[config.mk]
export PLATFORM = sky130hd
export DESIGN_NAME = mips_pipe_ctrl
export DESIGN_NICKNAME = d
export VERILOG_FILES = /design/src/rtl/mips_pkg.sv /design/src/rtl/mips_muldiv_timer.sv /design/src/rtl/mips_pipe_ctrl.sv
export SDC_FILE = /design/constraint.sdc
export NUM_CORES = 1
export LEC_CHECK = 0
export ABC_AREA = 1
export BUFFER_PORTS_ARGS = -buffer_cell sky130_fd_sc_hd__buf_2
export CORE_MARGIN = 3
export CORE_UTILIZATION = 46
export CTS_BUF_LIST = sky130_fd_sc_hd__clkbuf_8
export CTS_CLUSTER_SIZE = 40
export DETAILED_ROUTE_END_ITERATION = 12
export PLACE_DENSITY = 0.77
export SLEW_MARGIN = 20
export SYNTH_ARGS = -nofsm -noshare
export SYNTH_HDL_FRONTEND = slang
export SYNTH_SLANG_ARGS = --single-unit
export TNS_END_PERCENT = 5
[constraint.sdc]
create_clock -name clk -period 1.15 [get_ports clk]
set_input_delay 0.1725 -clock clk [delete_from_list [all_inputs] [get_ports clk]]
set_output_delay 0.1725 -clock clk [all_outputs]
set_load 0.01 [all_outputs]
[src/rtl/mips_pkg.sv]
// mips_pkg: shared tracker entry type, constants and parameter range checks
// for the MIPS pipeline hazard/issue controller.
package mips_pkg;
  typedef struct packed {
    logic       valid;
    logic [4:0] rd;
    logic       we;
    logic       is_load;
  } trk_t;
  localparam int FWD_RF = 0;
  localparam logic [4:0] REG_ZERO = 5'd0;
  function automatic bit depth_ok(input int d);
    return d >= 1 && d <= 4;
  endfunction
  function automatic bit lat_ok(input int l);
    return l >= 2 && l <= 32;
  endfunction
  // $0 is hardwired, so a write to it never creates a dependency
  function automatic logic live(input trk_t e);
    return e.valid & e.we & (e.rd != REG_ZERO);
  endfunction
endpackage

[src/rtl/mips_muldiv_timer.sv]
// mips_muldiv_timer: multiply/divide occupancy counter; busy while nonzero.
module mips_muldiv_timer
  import mips_pkg::*;
#(
  parameter int MULDIV_LAT = 4
) (
  input  logic clk,
  input  logic rst,
  input  logic load,
  output logic busy
);
  localparam int CW = $clog2(MULDIV_LAT);
  logic [CW-1:0] cnt_q, cnt_d;
  if (!lat_ok(MULDIV_LAT)) begin : g_bad_lat
    $error("MULDIV_LAT must be 2..32");
  end
  always_comb cnt_d = load ? CW'(MULDIV_LAT - 1) : (cnt_q != '0 ? cnt_q - CW'(1) : cnt_q);
  always_ff @(posedge clk) begin
    if (!rst) cnt_q <= '0;
    else cnt_q <= cnt_d;
  end
  assign busy = cnt_q != '0;
endmodule

[src/rtl/mips_pipe_ctrl.sv]
// mips_pipe_ctrl: in-flight write tracker, forwarding selects, stalls, flush and issue.
// Define MIPS_PIPE_FWD_EN for forwarding; otherwise any live dependency stalls.
module mips_pipe_ctrl
  import mips_pkg::*;
#(
  parameter int  DEPTH      = 2,
  parameter int  MULDIV_LAT = 4,
  localparam int FW         = $clog2(DEPTH + 1)
) (
  input  logic          clk,
  input  logic          rst,
  input  logic          id_valid,
  input  logic [4:0]    id_rs,
  input  logic [4:0]    id_rt,
  input  logic          id_rs_used,
  input  logic          id_rt_used,
  input  logic [4:0]    id_rd,
  input  logic          id_we,
  input  logic          id_is_load,
  input  logic          id_is_muldiv,
  input  logic          id_reads_hilo,
  input  logic          ex_branch_taken,
  output logic          issue,
  output logic          id_stall,
  output logic          id_flush,
  output logic [FW-1:0] fwd_a,
  output logic [FW-1:0] fwd_b,
  output logic          busy
);
  trk_t          trk_q [DEPTH];
  trk_t          trk_d [DEPTH];
  logic          md_busy, load_use, dep_stall, raw_stall, hit_a, hit_b;
  logic [FW-1:0] fa, fb;
  if (!depth_ok(DEPTH)) begin : g_bad_depth
    $error("DEPTH must be 1..4");
  end
  mips_muldiv_timer #(.MULDIV_LAT(MULDIV_LAT)) u_timer (
    .clk  (clk),
    .rst  (rst),
    .load (issue & id_is_muldiv),
    .busy (md_busy)
  );
  always_comb begin
    load_use = live(trk_q[0]) & trk_q[0].is_load &
               ((id_rs_used & (trk_q[0].rd == id_rs)) | (id_rt_used & (trk_q[0].rd == id_rt)));
    fa = FW'(FWD_RF);
    fb = FW'(FWD_RF);
    dep_stall = 1'b0;
    hit_a = 1'b0;
    hit_b = 1'b0;
    // oldest first so the youngest match is the one left standing
    for (int k = DEPTH - 1; k >= 0; k--) begin
      hit_a = live(trk_q[k]) & id_rs_used & (trk_q[k].rd == id_rs);
      hit_b = live(trk_q[k]) & id_rt_used & (trk_q[k].rd == id_rt);
`ifdef MIPS_PIPE_FWD_EN
      if (hit_a && !(k == 0 && trk_q[k].is_load)) fa = FW'(k + 1);
      if (hit_b && !(k == 0 && trk_q[k].is_load)) fb = FW'(k + 1);
`else
      dep_stall = dep_stall | hit_a | hit_b;
`endif
    end
    raw_stall = id_valid & (load_use | dep_stall | (md_busy & (id_is_muldiv | id_reads_hilo)));
    issue     = rst & id_valid & !raw_stall & !ex_branch_taken;
    id_stall  = rst & raw_stall & !ex_branch_taken;
    id_flush  = rst & ex_branch_taken;
    fwd_a     = rst ? fa : '0;
    fwd_b     = rst ? fb : '0;
    busy      = rst & md_busy;
  end
  always_comb begin
    trk_d[0] = issue ? trk_t'{1'b1, id_rd, id_we, id_is_load} : trk_t'('0);
    for (int k = 1; k < DEPTH; k++) trk_d[k] = trk_q[k - 1];
  end
  always_ff @(posedge clk) begin
    if (!rst) trk_q <= '{default: '0};
    else trk_q <= trk_d;
  end
endmodule

* Word-level counts from Yosys, hierarchy flattened *
Index checks and enable logic that the tools add are counted.

storage, ports and cells
  flip-flop bits (word level) = 17
  bits of input ports = 25
  output and inout port bits = 8
  word-level logic and storage cells = 56

operators by class
  add/subtract/negate cells = 1
  equality and inequality tests = 4
  muxes and demuxes = 3
  bitwise operators = 33
  reductions and logical operators = 7

operator list
  cell                                               count
  AND 1 bit                                          26
  equality test 5 bit                                4
  nonzero test 5 bit                                 2
  two-way mux 8 bit                                  1
  bitwise OR 1 bit                                   7
  two-way mux 2 bit                                  2
  nonzero test 2 bit                                 2
  logical NOT 1 bit                                  2
  AND reduction 2 bit                                1
  subtractor 2 x 1 -> 2 bit (second input constant)  1

* Depth between registers and ports, before layout *
Gate-level depths: netlist (run 1).

  word-level depth = 15
  mapped depth = 10
  gate-level depth less buffers = 10

* By module *
From an unflattened synthesis (run 1), not the netlist that was laid out.

second synthesis, totals
  cells, all modules = 181
  area total of the unflattened synthesis = 1016.0 um^2

by module, submodules not included
  module             instances  cells an instance  area each (um^2)  seq. area each (um^2)
  mips_pipe_ctrl     1          163                903.4             280.3
  mips_muldiv_timer  1          18                 112.6             40.0

* Worst setup path before layout (run 1) *
No wires, ideal clock.

  path type = register -> output
  from = reg u_timer.cnt_q[0]
  to = out issue
  data arrival time = 1.110 ns
  required time = 0.978 ns
  slack = -0.132 ns
  stages on the path, launching flop included = 9
  buffers on the path = 0
  cell sequence = dfxtp_1 -> inv_1 -> ha_1 -> inv_1 -> o21ai_0 -> inv_1 -> a21oi_4 -> nand3_4 -> inv_1

between the ends
  cells in the longest elaborated chain, start to end = 7

RTL lines
  item                     line                     source
  start, declared          mips_muldiv_timer.sv:13  logic [CW-1:0] cnt_q, cnt_d;
  start signal, assigned   mips_muldiv_timer.sv:20  else cnt_q <= cnt_d;
  nonzero test 2 bit       mips_muldiv_timer.sv:22  assign busy = cnt_q != '0;
  AND 1 bit                mips_pipe_ctrl.sv:62     raw_stall = id_valid & (load_use | dep_stall | (md_busy & (id_is_muldiv | id_reads_hilo)));
  bitwise OR 1 bit         mips_pipe_ctrl.sv:62
  AND 1 bit                mips_pipe_ctrl.sv:62
  logical NOT 1 bit        mips_pipe_ctrl.sv:63     issue = rst & id_valid & !raw_stall & !ex_branch_taken;
  AND 1 bit (2 in series)  mips_pipe_ctrl.sv:63
  end, declared            mips_pipe_ctrl.sv:23     output logic issue,

No other way between the ends.

* Final worst setup path (run 1) *
  from = reg trk_q[2] in the netlist's numbering
  to = out id_stall

between the ends
  cells in the longest elaborated chain, start to end = 12

RTL lines
  item                                        line                                        source
  start, declared                             mips_pipe_ctrl.sv:30                        trk_t trk_q [DEPTH];
  start signal, assigned                      mips_pipe_ctrl.sv:76                        else trk_q <= trk_d;
  nonzero test 5 bit                          mips_pkg.sv:20                              return e.valid & e.we & (e.rd != REG_ZERO);
  AND 1 bit                                   mips_pkg.sv:20
  AND 1 bit (on tied branches) (2 in series)  mips_pipe_ctrl.sv:53, mips_pipe_ctrl.sv:54
  bitwise OR 1 bit (*) (3 in series)          mips_pipe_ctrl.sv:59                        dep_stall = dep_stall | hit_a | hit_b;
  bitwise OR 1 bit (*) (2 in series)          mips_pipe_ctrl.sv:62
  AND 1 bit (*)                               mips_pipe_ctrl.sv:62
  AND 1 bit (*) (2 in series)                 mips_pipe_ctrl.sv:64                        id_stall = rst & raw_stall & !ex_branch_taken;
  end, declared                               mips_pipe_ctrl.sv:24                        output logic id_stall,

Mark *: on every way between the ends. The rest lies on a longest branch, timed or not.

==> results.cfg, run 1 <==
[global_routing]
grt_first_pass_wirelength_mm = 3.82
grt_max_degree = 10
grt_util_all_layers_pct = 18.3
grt-ovfl-total = 0
antenna_found_initial = 0
grt_pass1_vias = 1001

[run_status]
violations = negative setup slack
status = finished, violations left

[worst_setup_path]
cp-start-kind = flop
r2r-end = u_timer.cnt_q[1]$_SDFFE_PN0P_
cp_max_fo = 3
path_cells = inv_1 > nand2_1 > o21ai_0 > nor2_1 > nand3_1 > nand2_1 > nand2_2 > nand2_1 > nand2_1 > inv_1 > buf_2
endpoint = id_stall
critPathMaxStageDelay_ns = 0.35
crit_path_top_delay_cell = dfxtp_1
critPathMostFrequentCell = nand2_1
crit_type = reg -> out
critPathRequiredTime_ns = 0.98
r2r_setup_slack_ns = -0.30
startpoint = trk_q[2]$_SDFF_PN0_
reg2regPathDepth = 11
worst-endpoint-arrival_ns = 1.44
crit_path_end_kind = output pin
r2r-start = trk_d[6]$_SDFF_PN0_

[detailed_routing]
wl_mm = 2.26
drt-initial-drc-count = 30
viasPerCell = 4.54
first_pass_iters = 6
post_drt_wl_per_cell_um = 9.63
drc_errors = 0
ant_nets = 0
vias = 1068

[finish]
area_growth_pct = 28.7
final_nets = 235
final_layout_size_suffix_gt1_share_pct = 31.7
diodes = 0
fin_cells = 235

[timing]
hold_viol = 0
period_minus_slack_ns = 1.61
timing.fmax_mhz = 620
maxSlewViolCount = 0
fin_crit_sh_pct = 140
rsz0062_at_grt = true
skew_ns = 0.00238
fin_ws_ns = -0.462
finalSetupViolCount = 12
finalSetupTns_ns = -2.62

[placed_design]
dp_cells = 230
place_congestion = 0.874
portBuffers = 27
dpl.hpwl_mm = 1.92

[synth]
synth_xor_area_share_pct = 1.74
synth_compound_area_share_pct = 6.58
yosys.area_share.simple_pct = 38.2
syn_inst = 170
synthAdderAreaFrac_pct = 1.24
synth_top_family_by_area = simple AND/OR/NAND/NOR gates
ys_ff_latch = 16
yosys_warnings = 0
syn_avg_cell_area_sq_um = 5.93
ys_seq_area_share_pct = 31.8
synth_area_sq_um = 1010
synth_mux_area_share_pct = 0
yosysUniqueCellTypes = 20

[run]
cap_violations = 0

[cts]
numCtsBuffers = 3
htree_levels = 1
clk_latency_ns = 0.24
cts_max_path_buffers = 2
cts_root_buffer = clkbuf_8
clk_pin_slew_ns = 0.06
cts_sinks = 16
cts_tree = done

[die]
dieArea_sq_um = 2790
die_w_um = 52.8
ioPinCount = 33
rows = 16
core_area_sq_um = 2020
initial_core_util_pct = 49.9
die_height_um = 52.8

[power]
peakVddDrop_v = 0.00127
p_per_area_nw_per_um2 = 1380
p_leak_nw = 0.809

[min_path]
hp-class = in -> reg
==> sequential cells by signal, indices dropped and copies added, names as in the netlist <==
register,flops
u_timer.cnt_q,2
trk_q,7
trk_d,7
==> kinds of logic (layout without fill, tap and decap cells) <==
group / after synthesis / after routing
AND/OR/NAND/NOR: 91 / 91
buffers and inverters: 48 / 83
flip-flops: 16 / 16
AO/OA/AOI/OAI: 11 / 11
XOR/XNOR: 2 / 2
adder cells (fa/ha/maj): 1 / 1
other: 1 / 4
==> power breakdown <==
part / internal, mW / switching [mW]
sequential: 0.622 / 0.0422
clock: 0.303 / 0.185
combinational: 0.315 / 0.328
total: 1.24 / 0.555
==> repair_timing <==
action / 4_1_cts / 5_1_grt
gates resized for setup: 2 / 2
endpoints found under the setup margin: 12 / 12
pin swaps: 1 / 0
gates cloned: 0 / 0
endpoints found under the hold margin: 0 / 0
hold buffers: 0 / 0
setup buffers: 1 / 0
==> how the worst min path moves through the flow <==
stage	from	end	slack, ns	depth (start not counted)
after floorplan	id_rd[0]	trk_d[2]$_SDFF_PN0_	0.28	2
after global placement	id_rd[0]	trk_d[2]$_SDFF_PN0_	0.38	3
after detailed placement	id_rd[0]	trk_d[2]$_SDFF_PN0_	0.39	3
after CTS	id_rd[0]	trk_d[2]$_SDFF_PN0_	0.13	3
after global routing	id_rd[3]	trk_d[5]$_SDFF_PN0_	0.12	3
final	id_rd[3]	trk_d[5]$_SDFF_PN0_	0.13	3
==> cell usage after synthesis <==
master | number | area share (%)
a21oi_1 | 3 | 1.5
a21oi_4 | 1 | 1.6
buf_4 | 4 | 3.0
buf_6 | 1 | 1.1
conb_1 | 1 | 0.37
dfxtp_1 | 16 | 32
ha_1 | 1 | 1.2
inv_1 | 40 | 15
inv_2 | 3 | 1.1
nand2_1 | 52 | 19
nand2_2 | 2 | 1.2
nand3_1 | 7 | 3.5
nand3_4 | 1 | 1.7
nand4_1 | 1 | 0.62
nand4_2 | 1 | 1.2
nor2_1 | 24 | 8.9
nor2_2 | 1 | 0.62
nor3_1 | 2 | 0.99
o21ai_0 | 7 | 3.5
xor2_1 | 2 | 1.7
==> worst max-delay path: cells and delay by family, from the launching register on <==
family / cells / cell delay (ns)
AND/OR/NAND/NOR: 7 / 0.52
buffers and inverters: 3 / 0.25
flip-flops: 1 / 0.35
AO/OA/AOI/OAI: 1 / 0.08
==> metal layers <==
layer  global-route usage, %  vias up  share of wire [%]
li1                        -      562                  -
met1                    20.1      472                 43
met2                    35.1       32                 51
met3                    2.56        2                5.9
met4                    6.38        0               0.53
met5                       0        -                  0
==> cell type report <==
class,instances,area [sq um]
fill,197,724
multi-input combinational,109,514
sequential,16,330
timing repair buffer,36,203
inverter,43,161
clock buffer,4,55.1
tap,27,33.8
==> stage by stage <==
stage	instance area (sq um)	hold WS [ns]	setup slack, ns	power, mW	utilization [%]
after global placement	1230	0.381	-0.211	1.25	60.7
after detailed placement	1230	0.386	-0.222	1.29	60.7
after CTS	1290	0.125	-0.477	1.81	64.0
after global routing	1300	0.124	-0.578	1.92	64.2
final	1300	0.130	-0.462	1.79	64.2
after floorplan	1040	0.277	-0.0501	1.08	-
==> cell usage in the layout, fill, tap and decap left out, drive strengths merged, types with 4 or more instances in the layout <==
| cell type | instances |
|---|---|
| nor2 | 25 |
| dfxtp | 16 |
| buf | 36 |
| clkbuf | 4 |
| inv | 43 |
| nand2 | 54 |
| conb | 4 |
| a21oi | 4 |
| o21ai | 7 |
| nand3 | 8 |
(Power assumes the default switching activity.)
==> run 2, diff against run 1 <==
==> constraint.sdc (replaced) <==
create_clock -name clk -period 1.15 [get_ports clk]
set_input_delay 0.115 -clock clk [delete_from_list [all_inputs] [get_ports clk]]
set_output_delay 0.115 -clock clk [all_outputs]
set_load 0.01 [all_outputs]
==> run 2 against run 1 <==
- the run still ends with negative setup slack left
- wire length grew 0.53%
- clock skew is essentially flat
- non-clock buffer count shrank 1
- fmax grew 4.5%
- sequential cell count is the same
- via count shrank 2.7%
- clock power is essentially flat
- sequential power is essentially flat
- critical path type unchanged
==> results.cfg, run 2 (synthesized netlist as in run 1, its figures left out) <==
[global_routing]
grt_first_pass_wirelength_mm = 3.74
grt_pass1_vias = 995
grt_util_all_layers_pct = 17.9
grt_max_degree = 10
antenna_found_initial = 0
grt-ovfl-total = 0

[finish]
filler_cell_count = 189
final_layout_size_suffix_gt1_share_pct = 34.8
multiInputGateArea_sq_um = 519
stdcell_area_sq_um = 1310
diodes = 0
area_growth_pct = 30.3
layout_common_cells = nand2_1, inv_1, buf_2
final_common_cell = nand2_1
seq_area_sq_um = 335
final_nets = 234

[die]
dieArea_sq_um = 2790
initial_core_util_pct = 49.9
die_w_um = 52.8
ioPinCount = 33
die_height_um = 52.8
rows = 16
core_area_sq_um = 2020

[min_path]
min_from = id_rd[3]
worst_hold_path.endpoint = trk_d[5]$_SDFF_PN0_
hp-class = in -> reg
min_path_cells = 3

[placed_design]
dpl_cell_area_sq_um = 1220
place_congestion = 0.882
pre_cts_ws_ns = -0.198
portBuffers = 27
dpl.hpwl_mm = 1.84

[timing]
finalSetupTns_ns = -2.02
hold_viol = 0
skew_ns = 0.00201
rsz0062_at_grt = true
maxSlewViolCount = 0
period_minus_slack_ns = 1.54
fin_crit_sh_pct = 134
fin_ws_ns = -0.393
finalSetupViolCount = 12
timing.fmax_mhz = 648
timing.hold.ws_ns = 0.0692

[worst_setup_path]
crit_path_end_kind = output pin
cp-start-kind = flop
r2r-start = trk_d[4]$_SDFF_PN0_
r2r_setup_slack_ns = -0.18
crit_type = reg -> out
critPathRequiredTime_ns = 1.03
r2r-end = u_timer.cnt_q[1]$_SDFFE_PN0P_
worst-endpoint-arrival_ns = 1.43
reg2regPathDepth = 10
cp_max_fo = 4

[cts]
post-cts-setup-buffer-count = 0
htree_levels = 1
cts_sinks = 16
clk_pin_slew_ns = 0.06
cts_max_path_buffers = 2
cts_root_buffer = clkbuf_8
numCtsBuffers = 3
cts_tree = done
clk_latency_ns = 0.24

[power]
p_leak_nw = 0.814
p_per_area_nw_per_um2 = 1370
peakVddDrop_v = 0.000965

[detailed_routing]
wl_mm = 2.28
post_drt_wl_per_cell_um = 9.72
drc_errors = 0
viasPerCell = 4.44
ant_nets = 0
first_pass_iters = 4
drt-initial-drc-count = 16
vias = 1039

[run]
cap_violations = 0

[run_status]
violations = negative setup slack
status = finished, violations left
[run 2: cell count changes in the layout (fill, tap and decap cells not counted), sizes merged]
cell / change
buf: -1
[run 2: worst max-delay path, cell delays in order, from the launching register on]
cell     delay (ns)
dfxtp_2        0.34
inv_2          0.07
nand2_1        0.05
nand2_1        0.08
nor2_1         0.06
nand3_1        0.08
nand2_2        0.07
a21oi_4        0.16
nand2_1        0.07
nand2_1        0.05
inv_1          0.03
buf_2          0.13
[run 2: report_power, final]
part	internal (mW)	total (mW)	switching, mW
Clock	0.303	0.487	0.184
Sequential	0.622	0.663	0.0409
Combinational	0.322	0.644	0.322
[run 2: area by class of cell]
class	count	area share, %
multi-input cells	109	39.5
flip-flops and latches	16	25.5
repair buffers	35	15.9
inverters	43	12.3
clock buffers	4	4.19
well taps	27	2.57
[run 2: per-layer routing]
| layer | vias up | track usage, % | share of wire (%) |
|---|---|---|---|
| met4 | 0 | 6.81 | 1.3 |
| li1 | 559 | - | - |
| met3 | 4 | 2.85 | 7.1 |
| met2 | 36 | 33.7 | 49 |
| met1 | 440 | 19.5 | 42 |
| met5 | - | 0 | 0 |
[run 2: stage by stage]
step	cells	power (mW)	utilization (%)
global placement	230	1.27	60.4
detailed placement	230	1.30	60.4
finish	234	1.79	65.0
floorplan	173	1.08	-
global route	234	1.91	65.0
CTS	234	1.81	64.5
[run 2: worst max path at each step]
stage                        start                       endpoint  slack, ns  depth (start not counted)
3_3_place_gp   trk_d[4]$_SDFF_PN0_  u_timer.cnt_q[1]$_SDFFE_PN0P_      -0.15                         10
2_1_floorplan  trk_d[6]$_SDFF_PN0_                          issue      0.007                          8
4_1_cts        trk_q[5]$_SDFF_PN0_                       id_stall      -0.41                         10
6_report       trk_d[4]$_SDFF_PN0_                       id_stall      -0.39                         11
3_5_place_dp   trk_d[4]$_SDFF_PN0_  u_timer.cnt_q[1]$_SDFFE_PN0P_      -0.20                         10
5_1_grt        trk_q[5]$_SDFF_PN0_                       id_stall      -0.53                         10
[run 2: what timing repair did]
item | CTS | global route
pin swaps | 4 | 5
endpoints found under the setup margin | 12 | 12
hold buffers | 0 | 0
resized for setup | 14 | 10
gates cloned | 0 | 0
==> run 3, diff against run 2 <==
CORE_UTILIZATION = 51   (was 46)
PLACE_DENSITY = 0.84   (was 0.77)
REMOVE_ABC_BUFFERS = 1   (was unset)
clock period = 1.5 ns   (was 1.15 ns; I/O delays follow)
==> run 3 against run 2 <==
- the flow still finishes with violations (negative setup slack)
- clock skew barely moved
- die area fell by 8.7%
- wire length fell by 0.70%
- global-route usage rose by 2.0 points
- clock power fell by 24%
- critical path depth did not move
- non-clock buffer count fell by 4
- worst hold slack improved by 0.033 ns
- sequential power fell by 24%
- cell count fell by 2.6%
==> results.cfg, run 3 (synthesized netlist as in run 1, its figures left out) <==
[run_status]
status = finished, violations left
violations = negative setup slack

[detailed_routing]
drc_errors = 0
post_drt_wl_per_cell_um = 9.91
vias = 1057
ant_nets = 0
drt-initial-drc-count = 22
viasPerCell = 4.64
first_pass_iters = 4
wl_mm = 2.26

[worst_setup_path]
cp_max_fo = 4
path_cells = inv_4 > nand2_2 > nand2_1 > nor2_1 > nand3_1 > nand2_2 > a21oi_4 > nand2_1 > nand2_1 > inv_1 > buf_2
r2r-end = u_timer.cnt_q[1]$_SDFFE_PN0P_
critPathMostFrequentCell = nand2_1
worst-endpoint-arrival_ns = 1.48
cp-start-kind = flop
r2r-start = trk_d[5]$_SDFF_PN0_
reg2regPathDepth = 10
startpoint = trk_d[5]$_SDFF_PN0_
crit_type = reg -> out
r2r_setup_slack_ns = 0.10
crit_path_end_kind = output pin
crit_path_top_delay_cell = dfxtp_4
critPathMaxStageDelay_ns = 0.36
critPathRequiredTime_ns = 1.35

[timing]
maxSlewViolCount = 0
fin_crit_sh_pct = 109
finalSetupViolCount = 2
rsz0062_at_grt = true
skew_ns = 0.00243
timing.hold.ws_ns = 0.102
timing.fmax_mhz = 612
period_minus_slack_ns = 1.63
hold_viol = 0
fin_ws_ns = -0.133

[die]
die_height_um = 50.5
core_area_sq_um = 1800
rows = 15
die_w_um = 50.5
dieArea_sq_um = 2550
ioPinCount = 33
initial_core_util_pct = 56.0

[finish]
final_common_cell = nand2_1
final_layout_size_suffix_gt1_share_pct = 34.0
layout_common_cells = nand2_1, inv_1, buf_2
final_nets = 230
diodes = 0
area_growth_pct = 28.5
filler_cell_count = 164
stdcell_area_sq_um = 1300

[cts]
cts_tree = done
clk_latency_ns = 0.25
clk_pin_slew_ns = 0.06
htree_levels = 1
cts_sinks = 16
cts_max_path_buffers = 2
numCtsBuffers = 3
cts_root_buffer = clkbuf_8
holdBufCountCts = 0

[power]
peakVddDrop_v = 0.000937
p_leak_nw = 0.793
power.total_mw = 1.33
p_per_area_nw_per_um2 = 1030

[placed_design]
dpl_cell_area_sq_um = 1150
place_congestion = 0.898
portBuffers = 27
pre_cts_ws_ns = 0.0766
dpl.hpwl_mm = 1.76

[run]
cap_violations = 0

[global_routing]
grt-ovfl-total = 0
grt_pass1_vias = 1045
antenna_found_initial = 0
grt_first_pass_wirelength_mm = 3.92
grt_util_all_layers_pct = 19.9
grt_max_degree = 10

[min_path]
min_from = id_rd[4]
worst_hold_path.endpoint = trk_d[6]$_SDFF_PN0_
hp-class = in -> reg
min_path_cells = 3
## run 3: worst max-delay path, delay by kind of cell, from the launching register on
family          cells  cell delay (ns)
flops               1             0.36
simple gates        7             0.46
compound gates      1             0.19
buf+inv             3             0.22
## run 3: timing repair
item / in CTS / in global routing
pin swaps: 2 / 15
endpoints found under the setup margin: 2 / 2
gates resized for setup: 11 / 24
endpoints found under the hold margin: 0 / 0
buffers inserted: 2 / 1
cloned: 0 / 0
## run 3: final cells by class
type | count | area, sq um | area share [%]
multi-input cells | 109 | 529 | 40.8
clock buffers | 4 | 55.1 | 4.25
inverters | 43 | 171 | 13.2
flip-flops and latches | 16 | 344 | 26.5
repair buffers | 31 | 165 | 12.7
well taps | 25 | 31.3 | 2.41
## run 3: worst max path at each step
stage               slack [ns]       end  cells after the start
floorplan                 0.24     issue                      8
global placement          0.13  id_stall                     10
detailed placement        0.08  id_stall                     10
CTS                      -0.11  id_stall                      9
global route             -0.23  id_stall                     11
finish                   -0.13  id_stall                     11
## run 3: report_power, final
| group | switching [mW] | internal, mW |
|---|---|---|
| logic | 0.249 | 0.209 |
| clock network | 0.137 | 0.233 |
| registers | 0.0335 | 0.468 |
| total | 0.420 | 0.910 |
## run 3: layer usage
layer  global-route usage (%)  wire length [um]  vias up
li1                         -                 -      551
met5                        0                 0        -
met2                     35.0              1140       40
met3                     4.75               172        9
met1                     22.4               872      457
met4                     8.97                72        0
## run 3: per-stage QoR
| stage | utilization (%) | TNS (ns) | instances |
|---|---|---|---|
| finish | 71.9 | -0.217 | 228 |
| CTS | 68.5 | -0.183 | 227 |
| floorplan | - | 0 | 168 |
| detailed placement | 64.0 | 0 | 221 |
| global placement | 64.0 | 0 | 221 |
| global route | 71.9 | -0.409 | 228 |
